[src/rtl/seven_segment_scan_ctrl_if.sv]
// Update handshake between the digit producer and the scan controller.
// The producer drives valid/digits; the controller returns ready.
interface seven_segment_scan_ctrl_if;
   logic       upd_valid;
   logic       upd_ready;
   logic [3:0] upd_d1;
   logic [3:0] upd_d2;
   logic [3:0] upd_d3;
   logic [3:0] upd_d4;

   modport master (
      output upd_valid,
      output upd_d1,
      output upd_d2,
      output upd_d3,
      output upd_d4,
      input  upd_ready
   );

   modport slave (
      input  upd_valid,
      input  upd_d1,
      input  upd_d2,
      input  upd_d3,
      input  upd_d4,
      output upd_ready
   );
endinterface

[src/rtl/seven_segment_scan_ctrl.sv]
// Four-digit display scan scheduler with a one-entry update slot committed at frame boundaries.
// Optional leading-zero blanking at commit: define SEVEN_SEG_LEADING_ZERO_BLANK_EN.
module seven_segment_scan_ctrl #(
   parameter int REFRESH_DIV = 100000,
   parameter int CNT_W       = 17
) (
   input  logic                      clk,
   input  logic                      rst_n,
   seven_segment_scan_ctrl_if.slave  upd_if,
   output logic [1:0]                enable_o,
   output logic [3:0]                digit1_o,
   output logic [3:0]                digit2_o,
   output logic [3:0]                digit3_o,
   output logic [3:0]                digit4_o,
   output logic                      frame_start_o
);

   localparam logic [CNT_W-1:0] DIV_LAST = CNT_W'(REFRESH_DIV - 1);

   logic [CNT_W-1:0] div_cnt_q, div_cnt_d;
   logic [1:0]       enable_q, enable_d;
   logic             frame_start_q, frame_start_d;
   logic             pend_full_q, pend_full_d;
   logic [15:0]      pend_q, pend_d;
   logic [3:0]       digit_q [4];
   logic [15:0]      commit_word;
   logic             tick;
   logic             frame_bound;
   logic             accept;
   logic             commit;

`ifdef SEVEN_SEG_LEADING_ZERO_BLANK_EN
   // Blank zeros in digits 1..3 from the left until the first nonzero digit.
   function automatic logic [15:0] shape_digits(input logic [15:0] s);
      logic [15:0] r;
      logic        lead;
      r    = s;
      lead = 1'b1;
      for (int i = 0; i < 3; i++) begin
         if (lead && (r[15-4*i -: 4] == 4'd0)) begin
            r[15-4*i -: 4] = 4'hF;
         end else begin
            lead = 1'b0;
         end
      end
      return r;
   endfunction
`else
   function automatic logic [15:0] shape_digits(input logic [15:0] s);
      return s;
   endfunction
`endif

   assign tick        = (div_cnt_q == DIV_LAST);
   assign frame_bound = tick && (enable_q == 2'd3);
   assign upd_if.upd_ready = ~pend_full_q;
   assign accept      = upd_if.upd_valid && ~pend_full_q;
   // A boundary edge that also accepts cannot commit: the slot was empty.
   assign commit      = frame_bound && pend_full_q;
   assign commit_word = shape_digits(pend_q);

   always_comb begin
      div_cnt_d     = tick ? '0 : div_cnt_q + CNT_W'(1);
      enable_d      = tick ? enable_q + 2'd1 : enable_q;
      frame_start_d = frame_bound;
      pend_d        = pend_q;
      pend_full_d   = pend_full_q;
      if (accept) begin
         pend_d      = {upd_if.upd_d1, upd_if.upd_d2, upd_if.upd_d3, upd_if.upd_d4};
         pend_full_d = 1'b1;
      end else if (commit) begin
         pend_full_d = 1'b0;
      end
   end

   always_ff @(posedge clk or negedge rst_n) begin
      if (!rst_n) begin
         div_cnt_q     <= '0;
         enable_q      <= 2'd0;
         frame_start_q <= 1'b0;
         pend_full_q   <= 1'b0;
         pend_q        <= '0;
      end else begin
         div_cnt_q     <= div_cnt_d;
         enable_q      <= enable_d;
         frame_start_q <= frame_start_d;
         pend_full_q   <= pend_full_d;
         pend_q        <= pend_d;
      end
   end

   generate
      for (genvar gi = 0; gi < 4; gi++) begin : g_digit
         always_ff @(posedge clk or negedge rst_n) begin
            if (!rst_n) begin
               digit_q[gi] <= 4'hF;
            end else if (commit) begin
               digit_q[gi] <= commit_word[15-4*gi -: 4];
            end
         end
      end
   endgenerate

   assign enable_o      = enable_q;
   assign frame_start_o = frame_start_q;
   assign digit1_o      = digit_q[0];
   assign digit2_o      = digit_q[1];
   assign digit3_o      = digit_q[2];
   assign digit4_o      = digit_q[3];

endmodule

[src/flat_wrapper.sv]
// flat-port wrapper written by rule: the top's interface ports become plain ports
module seven_segment_scan_ctrl_flat 
#(
   parameter int REFRESH_DIV = 100000,
   parameter int CNT_W       = 17
)
  (clk, rst_n, enable_o, digit1_o, digit2_o, digit3_o, digit4_o, frame_start_o, upd_if_upd_valid, upd_if_upd_d1, upd_if_upd_d2, upd_if_upd_d3, upd_if_upd_d4, upd_if_upd_ready);
  seven_segment_scan_ctrl_if upd_if_i ();
  input  logic clk;
  input  logic rst_n;
  output logic [1:0] enable_o;
  output logic [3:0] digit1_o;
  output logic [3:0] digit2_o;
  output logic [3:0] digit3_o;
  output logic [3:0] digit4_o;
  output logic frame_start_o;
  input wire logic [$bits(upd_if_i.upd_valid)-1:0] upd_if_upd_valid;
  input wire logic [$bits(upd_if_i.upd_d1)-1:0] upd_if_upd_d1;
  input wire logic [$bits(upd_if_i.upd_d2)-1:0] upd_if_upd_d2;
  input wire logic [$bits(upd_if_i.upd_d3)-1:0] upd_if_upd_d3;
  input wire logic [$bits(upd_if_i.upd_d4)-1:0] upd_if_upd_d4;
  output wire logic [$bits(upd_if_i.upd_ready)-1:0] upd_if_upd_ready;
  assign upd_if_i.upd_valid = upd_if_upd_valid;
  assign upd_if_i.upd_d1 = upd_if_upd_d1;
  assign upd_if_i.upd_d2 = upd_if_upd_d2;
  assign upd_if_i.upd_d3 = upd_if_upd_d3;
  assign upd_if_i.upd_d4 = upd_if_upd_d4;
  assign upd_if_upd_ready = upd_if_i.upd_ready;
  seven_segment_scan_ctrl #(.REFRESH_DIV(REFRESH_DIV), .CNT_W(CNT_W)) u_core (.clk(clk), .rst_n(rst_n), .upd_if(upd_if_i), .enable_o(enable_o), .digit1_o(digit1_o), .digit2_o(digit2_o), .digit3_o(digit3_o), .digit4_o(digit4_o), .frame_start_o(frame_start_o));
endmodule
[config.mk]
export PLATFORM = sky130hd
export DESIGN_NAME = seven_segment_scan_ctrl_flat
export DESIGN_NICKNAME = d
export VERILOG_FILES = /design/src/rtl/seven_segment_scan_ctrl_if.sv /design/src/rtl/seven_segment_scan_ctrl.sv /design/src/flat_wrapper.sv
export SDC_FILE = /design/constraint.sdc
export NUM_CORES = 1
export LEC_CHECK = 0
export CAP_MARGIN = 10
export CORE_ASPECT_RATIO = 0.5
export CORE_MARGIN = 4
export CORE_UTILIZATION = 45
export CTS_BUF_LIST = sky130_fd_sc_hd__clkbuf_8
export DETAILED_ROUTE_END_ITERATION = 12
export PLACE_DENSITY = 0.74
export SYNTH_ARGS = -nofsm -noshare
export SYNTH_HDL_FRONTEND = slang
export SYNTH_SLANG_ARGS = --single-unit
[constraint.sdc]
create_clock -name clk -period 1.6 [get_ports clk]
set_input_delay 0.4 -clock clk [delete_from_list [all_inputs] [get_ports clk]]
set_output_delay 0.4 -clock clk [all_outputs]
set_load 0.03 [all_outputs]
Word level (Yosys, flattened, before mapping)

Cells that the tools add are included.

Multiply operators: 0
Muxes and demuxes: 3
Order comparisons: 0
Shift operators: 0
$add $sub $neg: 2
Equality and inequality tests: 2
Bitwise operators: 1
Reduce and logical (&&, ||, !) cells: 4
Div/mod/pow operators: 0

Operators by type and width:

| operator                                                        | count |
|---|---|
| 17-bit by 1-bit adder with 17-bit output, second input constant | 1 |
| 17-bit == test, second input constant                           | 1 |
| 17-bit two-way mux                                              | 1 |
| 1-bit logical AND                                               | 3 |
| 2-bit by 1-bit adder with 2-bit output, second input constant   | 1 |
| 2-bit == test, second input constant                            | 1 |
| 1-bit two-way mux                                               | 2 |
| 2-bit nonzero test                                              | 1 |
| 1-bit NOT                                                       | 1 |

Output and inout bits: 20
Latch bits: 0
Input bits: 19
Memory bits (writable): 0
ROM bits: 0
Bits in registers: 53
Word-level logic and storage cells: 21
Memories kept: 0

Depth between registers and ports, before layout

Gate-level depths: netlist of run 1.

Depth in word-level cells: 5
Gate-level depth with buffers: 6
Gate-level depth less buffers: 5

Least setup slack after synthesis of run 1

No wires, ideal clock.

Kind: register to register
Start: register u_core.div_cnt_q[0]
End: register u_core.digit_q, in the netlist u_core.digit1_o[0]
Required time: 1.518 ns
Arrival time: 1.615 ns
Buffers on the path: 1
Clock period less this slack: 1.698 ns
Path slack: -0.098 ns
Setup time: 0.082 ns
Cell stages (with the launch flop): 7
Cell sequence: dfrtp_1 -> ha_1 -> and4_1 -> nand4_4 -> nor2_8 -> buf_12 -> mux2_4

Longest elaborated chain between the ends: 3

RTL lines:

| what                            | line                          | RTL |
|---|---|---|
| from (decl)                     | seven_segment_scan_ctrl.sv:20 | `logic [CNT_W-1:0] div_cnt_q, div_cnt_d;` |
| from (signal assigned)          | seven_segment_scan_ctrl.sv:84 | `div_cnt_q <= div_cnt_d;` |
| 17-bit == test                  | seven_segment_scan_ctrl.sv:54 | `assign tick = (div_cnt_q == DIV_LAST);` |
| 1-bit logical AND               | seven_segment_scan_ctrl.sv:55 | `assign frame_bound = tick && (enable_q == 2'd3);` |
| 1-bit logical AND               | seven_segment_scan_ctrl.sv:59 | `assign commit = frame_bound && pend_full_q;` |
| to (signal, indexed assignment) | seven_segment_scan_ctrl.sv:98 | `digit_q[gi] <= commit_word[15-4*gi -: 4];` |
| to (decl)                       | seven_segment_scan_ctrl.sv:25 | `logic [3:0] digit_q [4];` |

Every way passes these cells.
A chain may end at the register's enable or synchronous reset.

Worst setup path in the final report of run 1

Start: register u_core.div_cnt_q[5]
End: register u_core.digit_q, in the netlist u_core.digit3_o[0]

The elaborated chain is that of the path after synthesis.

==> impl_metrics.json, run 1 <==
{
  "status": "complete, but fails checks",
  "violations": "negative setup slack",
  "min_period_over_period_pct": 102,
  "critPathCaptureType": "flop",
  "p_leak_nw": 1.42,
  "num_rows": 18,
  "grt_overflow": 0,
  "clockRootBuffer": "clkbuf_8",
  "boundaryPins": 39,
  "cts_setup_buffers": 0,
  "p_sw_w": 0.000510,
  "setup.worst_path.start_class": "flop",
  "detail-route-antenna-nets": 0,
  "clock_skew_ns": 0.0128,
  "initial_utilization_pct": 46.7,
  "slew_headroom_pct": 76.3,
  "pre_cts_slack_ns": -0.153,
  "tightest_slew_ns": 0.350,
  "hpwl_after_detailed_placement_um": 3090,
  "report.final.slew_viol_count": 0,
  "swShare_pct": 20.9,
  "layout.cells.most_common_list": "buf_4 (38), dfrtp_1 (37), mux2_2 (19), clkdlybuf4s50_1 (17), dfstp_2 (16)",
  "combPwrFrac_pct": 5.0,
  "finalWorstSetupSlack_ns": -0.0340,
  "cts.reportedPaths.clkPinSlew_ns": 0.10,
  "first_pass_iters": 4,
  "pin_count_of_the_biggest_net_entering_global_routing": 40,
  "numCtsBuffers": 5,
  "layout_min_cycle_time_ns": 1.63,
  "rsz0062_at_grt": "true",
  "worst-endpoint-required_ns": 1.84,
  "achievable-frequency_mhz": 612,
  "synth.distinct_cells": 33,
  "die_h_um": 58.6,
  "drc": 0,
  "cap_viol_max_count": 0,
  "floorplan.die_area_mm2": 0.00639,
  "cellPowerDensity_mw_per_mm2": 802,
  "seqPwrFrac_pct": 57.8,
  "routed_wire_length_per_instance_um": 14.8,
  "critPathArrivalTime_ns": 1.87,
  "mappedNetlistNets": 181,
  "global_route_wire_length_before_repair_um": 7420,
  "ant_diodes": 0,
  "synth_enable_flop_cells": 0,
  "grt_antenna_before_repair": 0,
  "synth.yosys.seq_area_share_pct": 58.5,
  "hp-class": "reg2reg",
  "postSynthCellCount": 160,
  "synthesized_flop_and_latch_total": 53,
  "drive_gt1_share_pct": 47.8,
  "synth_cell_area_mm2": 0.00230,
  "vias": 1444,
  "synthFlopType": "dfrtp_1",
  "core_area_mm2": 0.00493,
  "syn_area_per_cell_um2": 14.4,
  "layout_commonest_cell": "buf_4",
  "drt_iter0_markers": 29,
  "cts_tree": "built",
  "clock_tree.buffer_depth": 2,
  "clock_tree.htree_level_count": 2,
  "hold-worst-slack_ns": 0.513,
  "die_w_um": 109,
  "final_wl_um": 4380,
  "power_frac_clock_pct": 37.2,
  "vdd.ir_drop.worst_v": 0.000399,
  "postSynth.asyncResetShare_pct": 100,
  "intPower_w": 0.00193,
  "place_congestion": 0.868,
  "final_net_count": 246,
  "final_core_utilization_pct": 61.8,
  "port-buffer-count": 38,
  "setup.worst_path.class": "reg2reg",
  "first_global_vias": 1532,
  "hold_violations": 0,
  "synthesis.yosys.warnings": 0,
  "post_drt_via_cell_ratio": 4.88,
  "grt_util_all_layers_pct": 15.3,
  "worst_skew_pair.late_latency_ns": 0.31,
  "clock_sinks": 53,
  "syn2layout_area_growth_pct": 32.4,
  "setup-violations-final": 16,
  "worst-path-max-fanout": 3
}
## state kept, by name, summed over array words and instances (netlist names)
signal / cells
u_core.div_cnt_q: 17
u_core.commit_word: 16
u_core.digit1_o: 4
u_core.digit2_o: 4
u_core.digit3_o: 4
u_core.digit4_o: 4
u_core.enable_o: 2
u_core.frame_start_o: 1
u_core.pend_full_q: 1
## area by class of cell
type	instances	area [um^2]
Clock buffer	5	68.8
Clock inverter	3	42.5
Fill cell	387	1890
Inverter	2	7.51
Multi-Input combinational cell	98	925
Sequential cell	53	1350
Tap cell	70	87.6
Timing Repair Buffer	65	569
## per-stage QoR
step / total power (W) / TNS [ns] / cells / instance area [um^2]
after CTS: 0.00248 / -0.409 / 296 / 3020
after detailed placement: 0.00156 / -2.78 / 287 / 2900
after global routing: 0.00256 / -1.27 / 296 / 3050
after global placement: 0.00155 / -2.56 / 287 / 2900
after floorplan: 0.00147 / -0.470 / 160 / 2310
final: 0.00244 / -0.357 / 296 / 3050
## routing by layer
metal,GRT usage (%),vias up,routed length [um]
met5,0,-,0
li1,-,681,-
met1,19.8,738,2030
met3,3.94,5,98
met4,6.47,0,78
met2,24.6,20,2170
## critical path, cell delays in order (launching register included)
cell and delay [ns]:
dfrtp_1 0.41, nor4b_4 0.36, nand4_4 0.18, nor2_8 0.15
buf_4 0.14, mux2_2 0.32
## power groups by stage
stage,combinational (W),sequential (W),clock (W)
CTS,0.000125,0.00141,0.000947
global placement,0.000117,0.00143,0
floorplan,0.0000421,0.00143,0
global route,0.000134,0.00142,0.00101
finish,0.000121,0.00141,0.000909
detailed placement,0.000122,0.00144,0
## worst paths after layout
kind | from | endpoint | slack (ns) | cells past startpoint
min in group asynchronous | rst_n | u_core.div_cnt_q[15] | 0.54 | 2
max in group asynchronous | rst_n | u_core.digit3_o[0] | 0.48 | 3
hold reg to reg | u_core.commit_word[5] | u_core.digit3_o[1] | 0.51 | 1
hold / removal | u_core.commit_word[5] | u_core.digit3_o[1] | 0.51 | 1
setup / recovery | u_core.div_cnt_q[5] | u_core.digit3_o[0] | -0.03 | 5
setup reg to reg | u_core.div_cnt_q[5] | u_core.digit3_o[0] | -0.03 | 5
## synth_stat cells, types with 2 or more instances
| master | count | share of area [%] |
|---|---|---|
| xor2_1 | 9 | 3.4 |
| nor2_1 | 12 | 2.0 |
| dfrtp_1 | 37 | 40 |
| nand3_1 | 7 | 1.5 |
| xnor2_1 | 6 | 2.3 |
| and4_1 | 2 | 0.76 |
| nand4_1 | 5 | 1.4 |
| dfstp_2 | 16 | 18 |
| inv_1 | 2 | 0.33 |
| mux2_4 | 9 | 5.9 |
| and3_1 | 2 | 0.54 |
| nor4b_1 | 2 | 0.76 |
| nor4b_4 | 2 | 2.1 |
| clkbuf_1 | 3 | 0.49 |
| ha_1 | 2 | 1.1 |
| nand2_1 | 4 | 0.65 |
| mux2_2 | 24 | 12 |
## cells by family (layout without fill, tap and decap cells)
family | Yosys count | in the layout | synth area share (%)
AO/OA/AOI/OAI | 1 | 1 | 0.217
XOR/XNOR | 15 | 15 | 5.71
adder cells (fa/ha/maj) | 2 | 2 | 1.09
buffers and inverters | 9 | 75 | 2.61
flip-flops | 53 | 53 | 58.5
multiplexers | 33 | 33 | 17.6
AND/OR/NAND/NOR | 47 | 47 | 14.2
## what timing repair did
action / CTS / global route
pin swaps: 2 / 2
hold endpoints to repair: 11 / 0
cloned: 0 / 0
hold buffers: 1 / 0
gates resized for setup: 6 / 8
setup endpoints to repair: 19 / 23
Note: power is estimated with default switching activity, not from simulation.
==> run 2, diff against run 1 <==
- ABC_CLOCK_PERIOD_IN_PS: unset -> 1600
- CORE_UTILIZATION: 45 -> 43
- PLACE_DENSITY: 0.74 -> 0.71
==> run 2 against run 1 <==
  * Critical endpoint is now u_core.digit4_o[0]
  * Die area up 4.2%
  * The flow still finishes with violations (negative setup slack)
  * Non-clock buffer count up 3
  * Cell area up 3.7%
==> impl_metrics.json, run 2 (synthesis gave the netlist of run 1 again) <==
{
  "slew_headroom_pct": 77.5,
  "final_wl_um": 4300,
  "timing.reg2reg.setup_slack_ns": -0.07,
  "syn2layout_area_growth_pct": 37.3,
  "violations": "negative setup slack",
  "critPathCaptureType": "flop",
  "num_rows": 18,
  "cap_viol_max_count": 0,
  "worst_skew_pair.late_latency_ns": 0.31,
  "timing.critical_path.slowest_stage_cell": "dfrtp_1",
  "vias": 1449,
  "hp-class": "in2async",
  "ant_diodes": 0,
  "floorplan.die_area_mm2": 0.00666,
  "finalWorstSetupSlack_ns": -0.0655,
  "first_pass_iters": 4,
  "pin_count_of_the_biggest_net_entering_global_routing": 18,
  "clock_tree.htree_level_count": 2,
  "slowest_delay_ns": 0.41,
  "regMostFlops": "u_core.div_cnt_q",
  "routed_wire_length_per_instance_um": 14.4,
  "r2r-end": "u_core.digit4_o[0]",
  "die_h_um": 59.7,
  "worst-endpoint-required_ns": 1.85,
  "clock_tree.buffer_depth": 2,
  "worstPathCellList": "ha_4, and4_4, nand4_4, nor2_8, buf_12, mux2_4",
  "drive_gt1_share_pct": 49.3,
  "finalSetupTns_ns": -0.937,
  "met3_wirelength_um": 139,
  "rr_startpoint": "u_core.div_cnt_q[1]",
  "grt_util_all_layers_pct": 14.3,
  "status": "complete, but fails checks",
  "post-route-cell-area_mm2": 0.00316,
  "clock_skew_ns": 0.00710,
  "report.final.slew_viol_count": 0,
  "largest_register_ff_count": 17,
  "cts_tree": "built",
  "hold_violations": 0,
  "p_leak_nw": 1.46,
  "hpwl_after_detailed_placement_um": 3140,
  "grt_antenna_before_repair": 0,
  "tightest_slew_ns": 0.337,
  "p_sw_w": 0.000522,
  "layout.cells.most_common_list": "buf_4 (37), dfrtp_1 (37), mux2_2 (17), clkdlybuf4s50_1 (17)",
  "initial_utilization_pct": 45.6,
  "intPower_w": 0.00210,
  "numCtsBuffers": 5,
  "clock_sinks": 53,
  "drt_iter0_markers": 21,
  "core_area_mm2": 0.00504,
  "post_dp_cell_area_mm2": 0.00294,
  "achievable-frequency_mhz": 600,
  "die_w_um": 111,
  "final_net_count": 249,
  "grt_overflow": 0,
  "min_period_over_period_pct": 104,
  "power_frac_clock_pct": 41.3,
  "met2RoutedLength_um": 2160,
  "port-buffer-count": 38,
  "first_global_vias": 1554,
  "clockRootBuffer": "clkbuf_8",
  "setup.worst_path.start_class": "flop",
  "worst-path-max-fanout": 7,
  "combPwrFrac_pct": 4.9,
  "m1_wl_um": 1930,
  "swShare_pct": 19.9,
  "worst_r2r_path_depth": 6,
  "drc": 0,
  "boundaryPins": 39,
  "layout_min_cycle_time_ns": 1.67,
  "setup.worst_path.class": "reg2reg",
  "rsz0062_at_grt": "true",
  "global_route_wire_length_before_repair_um": 7460,
  "cts.reportedPaths.clkPinSlew_ns": 0.10,
  "cellPowerDensity_mw_per_mm2": 831,
  "detail-route-antenna-nets": 0,
  "fillCellCount": 390,
  "place_congestion": 0.888,
  "setup-violations-final": 17,
  "critPathArrivalTime_ns": 1.91,
  "post_drt_via_cell_ratio": 4.85,
  "routed.top_layer": "met4",
  "seqPwrFrac_pct": 53.8,
  "vdd.ir_drop.worst_v": 0.000497
}
-- run 2: metrics by stage --
step	cells	utilization, %	setup WS [ns]	total power, W	hold WS, ns
floorplan	160	-	-0.0523	0.00147	0.104
global placement	287	58.2	-0.147	0.00156	0.313
detailed placement	287	58.2	-0.151	0.00156	0.321
CTS	297	61.4	-0.0696	0.00266	0.507
global route	299	62.6	-0.127	0.00274	0.532
finish	299	62.6	-0.0655	0.00262	0.510
-- run 2: worst max-delay path by stage --
stage                         startpoint  slack [ns]                      to  depth (start not counted)
finish               u_core.div_cnt_q[1]       -0.07      u_core.digit4_o[0]                          6
global route         u_core.div_cnt_q[1]       -0.13      u_core.digit4_o[0]                          6
CTS                 u_core.div_cnt_q[13]       -0.07      u_core.digit4_o[0]                          5
detailed placement      upd_if_upd_valid       -0.15  u_core.commit_word[14]                          4
global placement        upd_if_upd_valid       -0.15  u_core.commit_word[13]                          4
floorplan            u_core.div_cnt_q[0]       -0.05      u_core.digit1_o[0]                          6
-- run 2: layout make-up --
cell class | count | area (um^2) | share of cell area, %
Clock buffer | 5 | 68.8 | 2.18
Clock inverter | 3 | 68.8 | 2.18
Inverter | 2 | 7.51 | 0.238
Multi-Input combinational cell | 98 | 948 | 30.0
Sequential cell | 53 | 1350 | 42.6
Tap cell | 70 | 87.6 | 2.77
Timing Repair Buffer | 68 | 632 | 20.0
-- run 2: layer usage --
layer / vias up / GRT usage [%]
met5: - / 0
li1: 689 / -
met2: 30 / 24.9
met4: 0 / 5.20
met1: 720 / 17.7
met3: 10 / 3.64
-- run 2: worst max-delay path: cells and delay by family (launching register included) --
family	cells	cell delay (ns)
and+or+nand+nor	3	0.59
adders and majority gates	1	0.16
muxes	1	0.30
DFF	1	0.41
buffers and inverters	1	0.15
-- run 2: repair_timing --
action                                  in CTS  in global routing
pin swaps                                    1                  6
endpoints found under the setup margin      21                 20
resized for setup                           10                 10
cloned                                       0                  0
hold endpoints to repair                     5                  0
hold buffers                                 1                  0
buffers inserted                             1                  2
-- run 2: power by group through the flow --
| stage | Combinational, W | Sequential [W] | Clock [W] |
|---|---|---|---|
| 6_report | 0.000128 | 0.00141 | 0.00108 |
| 3_3_place_gp | 0.000124 | 0.00143 | 0 |
| 5_1_grt | 0.000142 | 0.00142 | 0.00118 |
| 3_5_place_dp | 0.000128 | 0.00144 | 0 |
| 4_1_cts | 0.000131 | 0.00141 | 0.00112 |
| 2_1_floorplan | 0.0000421 | 0.00143 | 0 |
